[src/rtl/tinychip_pkg.sv]
// Shared widths, payload types and fetch FSM encoding for the tinychip front end.
package tinychip_pkg;

    localparam int unsigned ADDR_W  = 8;
    localparam int unsigned INSTR_W = 9;

    typedef logic [ADDR_W-1:0]  addr_t;
    typedef logic [INSTR_W-1:0] instr_t;

    localparam instr_t NOP_INSTR = 9'b000000000;

    typedef enum logic [1:0] {
        IDLE = 2'd0,
        RUN  = 2'd1,
        HALT = 2'd2
    } fetch_state_t;

    // Instruction word paired with the address it was fetched from.
    typedef struct packed {
        instr_t instr;
        addr_t  pc;
    } fetch_word_t;

endpackage : tinychip_pkg

[src/rtl/fetch_unit_if.sv]
// Decoder/memory-facing signal bundle of the fetch stage.
interface fetch_unit_if;
    import tinychip_pkg::*;

    logic   start;
    logic   stall;
    logic   branch_taken;
    addr_t  branch_target;
    logic   halt;
    instr_t imem_instr;
    addr_t  imem_addr;
    instr_t instr_out;
    addr_t  instr_pc;
    logic   instr_valid;
    logic   busy;
    logic   done;

    // Environment side: decoder controls and memory read data.
    modport master (
        output start, stall, branch_taken, branch_target, halt, imem_instr,
        input  imem_addr, instr_out, instr_pc, instr_valid, busy, done
    );

    // Fetch unit side.
    modport slave (
        input  start, stall, branch_taken, branch_target, halt, imem_instr,
        output imem_addr, instr_out, instr_pc, instr_valid, busy, done
    );

endinterface : fetch_unit_if

[src/rtl/fetch_skid_reg.sv]
// Single-entry hold buffer that parks the presented instruction while the decoder stalls.
module fetch_skid_reg
    import tinychip_pkg::*;
(
    input  logic        clk,
    input  logic        reset,
    input  logic        load_i,
    input  logic        release_i,
    input  fetch_word_t word_i,
    output fetch_word_t word_o,
    output logic        valid_o
);

    fetch_word_t hold_q, hold_d;
    logic        hold_valid_q, hold_valid_d;

    always_comb begin
        hold_d       = hold_q;
        hold_valid_d = hold_valid_q;
        if (load_i) begin
            hold_d       = word_i;
            hold_valid_d = 1'b1;
        end else if (release_i) begin
            hold_valid_d = 1'b0;
        end
    end

    always_ff @(posedge clk or posedge reset) begin
        if (reset) begin
            hold_q       <= '0;
            hold_valid_q <= 1'b0;
        end else begin
            hold_q       <= hold_d;
            hold_valid_q <= hold_valid_d;
        end
    end

    assign word_o  = hold_q;
    assign valid_o = hold_valid_q;

endmodule : fetch_skid_reg

[src/rtl/fetch_unit.sv]
// Program counter and fetch control in front of a memory with one cycle of registered read latency.
module fetch_unit
    import tinychip_pkg::*;
#(
    parameter addr_t START_ADDR = ADDR_W'(0)
) (
    input  logic        clk,
    input  logic        reset,
    fetch_unit_if.slave bus
);

    fetch_state_t state_q, state_d;
    addr_t        pc_q, pc_d;
    addr_t        req_pc_q, req_pc_d;
    logic         req_valid_q, req_valid_d;

    logic         skid_load, skid_release, hold_valid;
    fetch_word_t  skid_in, hold_word;
    logic         instr_valid_c;

    assign instr_valid_c = hold_valid | req_valid_q;
    assign skid_in       = '{instr: bus.imem_instr, pc: req_pc_q};

    fetch_skid_reg u_skid (
        .clk       (clk),
        .reset     (reset),
        .load_i    (skid_load),
        .release_i (skid_release),
        .word_i    (skid_in),
        .word_o    (hold_word),
        .valid_o   (hold_valid)
    );

    always_ff @(posedge clk or posedge reset) begin
        if (reset) begin
            state_q     <= IDLE;
            pc_q        <= START_ADDR;
            req_pc_q    <= '0;
            req_valid_q <= 1'b0;
        end else begin
            state_q     <= state_d;
            pc_q        <= pc_d;
            req_pc_q    <= req_pc_d;
            req_valid_q <= req_valid_d;
        end
    end

    // Next state: req_valid tracks whether the address now at the memory was a real fetch.
    always_comb begin
        state_d      = state_q;
        pc_d         = pc_q;
        req_pc_d     = req_pc_q;
        req_valid_d  = req_valid_q;
        skid_load    = 1'b0;
        skid_release = 1'b0;

        case (state_q)
            IDLE, HALT: begin
                if (bus.start) begin
                    state_d     = RUN;
                    pc_d        = START_ADDR;
                    req_valid_d = 1'b0;
                end
            end
            RUN: begin
                if (bus.stall) begin
                    // Park the live word once; pc is held so the memory refetches behind it.
                    skid_load = ~hold_valid & req_valid_q;
                end else begin
                    skid_release = hold_valid;
                    if (instr_valid_c && bus.halt) begin
                        state_d     = HALT;
                        req_valid_d = 1'b0;
                    end else if (instr_valid_c && bus.branch_taken) begin
                        pc_d        = bus.branch_target;
                        req_valid_d = 1'b0;
                    end else begin
                        pc_d        = pc_q + ADDR_W'(1);
                        req_pc_d    = pc_q;
                        req_valid_d = 1'b1;
                    end
                end
            end
            default: begin
                state_d     = IDLE;
                pc_d        = START_ADDR;
                req_valid_d = 1'b0;
            end
        endcase
    end

    // Outputs: skid contents take precedence over the live memory word.
    always_comb begin
        bus.imem_addr   = pc_q;
        bus.busy        = (state_q == RUN);
        bus.done        = (state_q == HALT);
        bus.instr_valid = instr_valid_c;
        bus.instr_out   = NOP_INSTR;
        bus.instr_pc    = '0;
        if (hold_valid) begin
            bus.instr_out = hold_word.instr;
            bus.instr_pc  = hold_word.pc;
        end else if (req_valid_q) begin
            bus.instr_out = bus.imem_instr;
            bus.instr_pc  = req_pc_q;
        end
    end

endmodule : fetch_unit

[src/flat_wrapper.sv]
// flat-port wrapper written by rule: the top's interface ports become plain ports
module fetch_unit_flat import tinychip_pkg::*;
#(
    parameter addr_t START_ADDR = ADDR_W'(0)
)
  (clk, reset, bus_start, bus_stall, bus_branch_taken, bus_branch_target, bus_halt, bus_imem_instr, bus_imem_addr, bus_instr_out, bus_instr_pc, bus_instr_valid, bus_busy, bus_done);
  fetch_unit_if bus_i ();
  input  logic clk;
  input  logic reset;
  input wire logic [$bits(bus_i.start)-1:0] bus_start;
  input wire logic [$bits(bus_i.stall)-1:0] bus_stall;
  input wire logic [$bits(bus_i.branch_taken)-1:0] bus_branch_taken;
  input wire logic [$bits(bus_i.branch_target)-1:0] bus_branch_target;
  input wire logic [$bits(bus_i.halt)-1:0] bus_halt;
  input wire logic [$bits(bus_i.imem_instr)-1:0] bus_imem_instr;
  output wire logic [$bits(bus_i.imem_addr)-1:0] bus_imem_addr;
  output wire logic [$bits(bus_i.instr_out)-1:0] bus_instr_out;
  output wire logic [$bits(bus_i.instr_pc)-1:0] bus_instr_pc;
  output wire logic [$bits(bus_i.instr_valid)-1:0] bus_instr_valid;
  output wire logic [$bits(bus_i.busy)-1:0] bus_busy;
  output wire logic [$bits(bus_i.done)-1:0] bus_done;
  assign bus_i.start = bus_start;
  assign bus_i.stall = bus_stall;
  assign bus_i.branch_taken = bus_branch_taken;
  assign bus_i.branch_target = bus_branch_target;
  assign bus_i.halt = bus_halt;
  assign bus_i.imem_instr = bus_imem_instr;
  assign bus_imem_addr = bus_i.imem_addr;
  assign bus_instr_out = bus_i.instr_out;
  assign bus_instr_pc = bus_i.instr_pc;
  assign bus_instr_valid = bus_i.instr_valid;
  assign bus_busy = bus_i.busy;
  assign bus_done = bus_i.done;
  fetch_unit #(.START_ADDR(START_ADDR)) u_core (.clk(clk), .reset(reset), .bus(bus_i));
endmodule
[config.mk]
export PLATFORM = sky130hd
export DESIGN_NAME = fetch_unit_flat
export DESIGN_NICKNAME = d
export VERILOG_FILES = /design/src/rtl/tinychip_pkg.sv /design/src/rtl/fetch_unit_if.sv /design/src/rtl/fetch_skid_reg.sv /design/src/rtl/fetch_unit.sv /design/src/flat_wrapper.sv
export SDC_FILE = /design/constraint.sdc
export NUM_CORES = 1
export LEC_CHECK = 0
export CAP_MARGIN = 40
export CORE_MARGIN = 8
export CORE_UTILIZATION = 49
export DETAILED_ROUTE_END_ITERATION = 8
export GPL_TIMING_DRIVEN = 1
export PLACE_DENSITY = 0.87
export SLEW_MARGIN = 20
export SYNTH_ARGS = -nofsm -noshare
export SYNTH_HDL_FRONTEND = slang
export SYNTH_SLANG_ARGS = --single-unit
[constraint.sdc]
create_clock -name clk -period 3.2 [get_ports clk]
set_clock_uncertainty 0.1 [all_clocks]
set_input_delay 0.64 -clock clk [delete_from_list [all_inputs] [get_ports clk]]
set_output_delay 0.64 -clock clk [all_outputs]
set_load 0.03 [all_outputs]
# == Word-level counts from Yosys, hierarchy flattened ==
# Index checks and enable logic that the tools add are counted.
# totals
register_bits,37
latchBits,0
ram_bits,0
mem_bits_ro,0
input_bits,23
memories,0
# classes
addsub,1
mul,0
div,0
order_cmp,0
eq_ne,6
n_shift,0
mux,24
n_bitwise,6
n_reduce_logical,9
# ops
cell,count
$mux W8,6
$mux W9,2
$pmux W8 S2,1
$mux W1,10
$add A8 B1 Y8 const B,1
$mux W2,3
$ne A2 B2 Y1 const B,3
$reduce_and A3 Y1,2
$not A1 Y1,4
$pmux W2 S2,1
$reduce_and A4 Y1,1
$eq A2 B1 Y1 const B,1
$eq A2 B2 Y1 const B,1
$logic_and A1 B1 Y1,2
$logic_not A2 Y1,1
$ne A2 B1 Y1 const B,1
$pmux W1 S2,1
$reduce_and A2 Y1,1
$reduce_bool A2 Y1,1
$reduce_or A2 Y1,1
$and A1 B1 Y1,1
$or A1 B1 Y1,1

# == Depth between registers and ports, before layout ==
# Gate-level depths: netlist of the first run.
# logic_depth
ltp_word,6
depth_mapped,6
ltp_nobuf,5

# == Cells and area by module ==
# Synthesis of the first run repeated with hierarchy kept, for this count alone.
# unflattened
hier_cells,170
hier_area_um2,1900.6
# modules_own_cells
module,n_inst,cells_per_inst,area_each_um2,seq_area_each_um2
fetch_unit,1,130,1177.4,475.5
fetch_skid_reg,1,40,723.2,450.4

# == Worst setup path before layout of the first run ==
# OpenSTA, ideal clock, no wires.
# synth_timing
path_kind,reg-to-output
from,reg u_core.req_valid_q
to,out bus_instr_out[0]
arrival_ps,1575
required_time_ps,2460
setup_slack_ps,885
path_stages_with_launch,5
path_buffers,2
path_cell_list,dfrtp_1 > clkbuf_1 > clkbuf_1 > nand2_1 > o21ai_0
# synth_between
elab_chain_len,2
# synth_lines
element,line,source
from (decl),fetch_unit.sv:15,"logic req_valid_q, req_valid_d;"
from (signal assigned),fetch_unit.sv:44,req_valid_q <= req_valid_d;
$mux W9,fetch_unit.sv:103,end else if (req_valid_q) begin
$mux W9,fetch_unit.sv:100,if (hold_valid) begin
to (decl),flat_wrapper.sv:17,output wire logic [$bits(bus_i.instr_out)-1:0] bus_instr_out;
# No other way between the ends.

# == Worst setup path after layout of the first run ==
# layout_timing
from,reg u_core.u_skid.hold_valid_q (netlist: u_core.u_skid.valid_o)
to,out bus_instr_pc[1]
# layout_between
elab_chain_len,1
# layout_lines
element,line,source
from (decl),fetch_skid_reg.sv:15,"logic hold_valid_q, hold_valid_d;"
from (signal assigned),fetch_skid_reg.sv:34,hold_valid_q <= hold_valid_d;
$mux W8,fetch_unit.sv:100,
to (decl),flat_wrapper.sv:18,output wire logic [$bits(bus_i.instr_pc)-1:0] bus_instr_pc;
# No other way between the ends.

==> impl_results.md, run 1 <==
* Grt total ovfl at 0
* Synthesized area at 1900 um2
* 1st-pass router iterations at 4
* Final hold violation count at 0
* Share of flip-flops with an asynchronous set or reset at 100%
* Number of antenna violations at the first check in global routing at 0
* First-pass GRT wire length at 7470 um
* Area grow syn2layout at 31.8%
* Min Tclk post-route at 2.77 ns
* Core area at 3690 um2
* Syn_area_per_cell at 10.8 um2
* Worst Path Arrival at 2.03 ns
* Vias at 1508
* Critical Path Start Type: flip-flop
* Static leakage power at 1.09 nW
* DIE AREA at 6130 um2
* Final core occ at 68.0%
* Num ports at 51
* DRT Wirelength at 4280 um
* Bufs on Longest Clock Path at 2
* Top_reg_cell synth: dfrtp_1
* WL per Instance at 15.5 um
* Final worst path period share at 86.5%
* Combinational fraction of design power at 50.1%
* Worst slew margin at 61.1%
* Power per cell area at 859 nW/um2
* Clock share of power at 14.6%
* Clock tree from TritonCTS: done
* Skew-Pair Late Insertion Delay at 0.28 ns
* Worst hold endpoint: u_core.req_pc_q[1]$_DFFE_PP0P_
* Worst Min Path Start: u_core.req_pc_q[1]$_DFFE_PP0P_
* Slowest stage delay, CP at 0.67 ns
* Max_cap viols at 0
* 1st-iter DRT viols at 86
* Number of synthesized flops with an enable pin at 0
* Clk root buf: clkbuf_8
* R2R Setup Slk at 1.32 ns
* Gpl congestion at 0.790
* P_int at 1.29 mW
* Register share of total power at 35.4%
* Net switching power at 0.860 mW
* Worst-margin pin slew at 0.583 ns
* Port Buffers at 50
* Syn Nets at 200
* R2r worst-path depth at 4
* Slowest CP cell: clkdlybuf4s50_1
* Num CTS Buffers at 5
* Final setup vio count at 0
* Post-CTS Setup Inserts at 0
* Die Height at 78.3 um
* Post-route DRC at 0
* Kind of end point of the critical path: output pin
* Die width at 78.3 um
* Number of H-tree levels at 2
* Clock sink total at 37
* Clk slew on worst S/H paths at 0.06 ns
* Num rows at 22
* Total GRT Usage at 14.8%
* Starting Density at 51.6%
* Register area share after synthesis at 48.7%
* Post-CTS Resized at 0
* DRT antenna net count at 0
* Unique masters post-synth at 35
* Reg2reg end: u_core.req_pc_q[5]$_DFFE_PP0P_
* Unrepaired setup endpoints after global routing: false
* Hold_buf cts at 0
* Worst min path class: reg -> reg
* Yosys warnings at 0
* Max-slew violations at 0
* Largest net degree at the start of global routing at 38
* Number of nets in the layout at 251
* Max FO, Critical Path at 7
* Vias per inst at 5.48
* WP data required at 2.46 ns
* Dpl hpwl at 3040 um
* Fraction of layout cells with a size suffix above 1 at 17.2%
* Worst R2R Start: u_core.u_skid.valid_o$_DFFE_PP0P_
* Depth of the worst hold-timing path at 2
* Outcome: finished, final reports clean
* Vias in the first global route at 1588
* Yosys reg bits at 37
* Critical-path cell list: nor2_1 -> a22o_1 -> clkdlybuf4s50_1
* Fmax at 361 MHz
* Mapped Cells at 176
* WS Path Type: reg -> out
* Peak supply drop at 0.000498 V
* Final setup TNS at 0 ns
* Net Sw Frac at 39.9%
* N_diodes at 0
## flip-flops by register name, indices dropped and copies added, names as in the netlist
name	flops
u_core.bus.imem_addr	8
u_core.req_pc_q	8
u_core.req_valid_q	1
u_core.state_q	2
u_core.u_skid.valid_o	1
u_core.u_skid.word_o	17
## through the flow
stage / hold WS (ns) / instance area (um2) / power [mW] / setup WS [ns] / std cells
floorplan: 0.367 / 1900 / 1.50 / 0.885 / 176
global placement: 0.384 / 2420 / 1.81 / 0.439 / 268
detailed placement: 0.396 / 2420 / 1.85 / 0.445 / 268
CTS: 0.410 / 2510 / 2.17 / 0.414 / 275
global route: 0.425 / 2510 / 2.29 / 0.305 / 275
finish: 0.404 / 2510 / 2.15 / 0.432 / 275
## metal layers
layer | vias to the layer above | routed length, um | track usage (%)
met5 | - | 0 | 0
met4 | 0 | 51 | 5.19
met3 | 6 | 312 | 5.81
met2 | 54 | 1920 | 22.5
met1 | 716 | 2000 | 18.6
li1 | 732 | - | -
## worst max-delay path, delay by kind of cell, from the launching register on
kind / cells / cell delay, ns
buffers and inverters: 1 / 0.67
AND/OR/NAND/NOR: 1 / 0.47
flip-flops: 1 / 0.39
AO/OA/AOI/OAI: 1 / 0.22
## cell usage after synthesis, types with 2 or more instances
cell type   n  area share (%)
mux2_2     13             7.7
nand2_1    25             4.9
mux2_4     10             7.9
a21oi_1     7             1.8
and3_1      2            0.66
o21ai_1     6             1.6
o21ai_0    16             4.2
nor4_1      2            0.66
dfrtp_1    37              49
nor2_1      8             1.6
inv_1       6             1.2
o2bb2ai_1   7             3.2
o22ai_1     2            0.66
clkbuf_1    5            0.99
buf_6       2             1.2
a22o_1      8             3.7
buf_2       2            0.53
## cell type report
class	instances	area, um2
Inverter	6	22.5
Fill cell	314	1180
Sequential cell	37	926
Multi-Input combinational cell	123	883
Tap cell	48	60.1
Timing Repair Buffer	54	531
Clock buffer	7	86.3
## power groups by stage
stage | Clock [mW] | Sequential, mW | Combinational [mW]
3_3_place_gp | 0 | 0.751 | 1.06
6_report | 0.314 | 0.762 | 1.08
5_1_grt | 0.341 | 0.784 | 1.17
3_5_place_dp | 0 | 0.766 | 1.08
4_1_cts | 0.323 | 0.760 | 1.09
2_1_floorplan | 0 | 0.781 | 0.718
## worst max path at each step
stage / cells after the start / slack (ns) / end / from
6_report: 3 / 0.43 / bus_instr_pc[1] / u_core.u_skid.valid_o$_DFFE_PP0P_
5_1_grt: 4 / 0.31 / bus_instr_pc[4] / u_core.req_valid_q$_DFFE_PP0P_
4_1_cts: 3 / 0.41 / bus_instr_pc[1] / u_core.u_skid.valid_o$_DFFE_PP0P_
3_5_place_dp: 4 / 0.45 / bus_instr_out[6] / bus_imem_instr[6]
3_3_place_gp: 4 / 0.44 / bus_instr_out[2] / bus_imem_instr[2]
2_1_floorplan: 4 / 0.89 / bus_instr_out[0] / u_core.req_valid_q$_DFFE_PP0P_
## logic make-up after synthesis
group / after synthesis / synth area share (%)
and+or+nand+nor: 47 / 12.2
buffers and inverters: 16 / 4.93
AOI/OAI and AO/OA: 51 / 17.4
DFF: 37 / 48.7
muxes: 24 / 16.1
adders and majority gates: 1 / 0.657
## layout by cell type, fill, tap and decap left out, types with 2 or more instances in the layout
master,n
clkdlybuf4s50_1,50
dfrtp_1,37
nand2_1,25
o21ai_0,16
mux2_2,13
mux2_4,10
nor2_1,8
a22o_1,8
o2bb2ai_1,7
a21oi_1,7
inv_1,6
o21ai_1,6
clkbuf_8,6
buf_4,4
nor4_1,2
o22ai_1,2
and3_1,2
Power figures use the tool's default switching activity.
==> run 2, diff against run 1 <==
--- a/config.mk
+++ b/config.mk
@@ -5,6 +5,7 @@
 export SDC_FILE = /design/constraint.sdc
 export NUM_CORES = 1
 export LEC_CHECK = 0
+export ABC_AREA = 0
 export CAP_MARGIN = 40
 export CORE_MARGIN = 8
 export CORE_UTILIZATION = 49
==> results of run 2 <==
Final layout, timing and power as in run 1 (identical DEF).
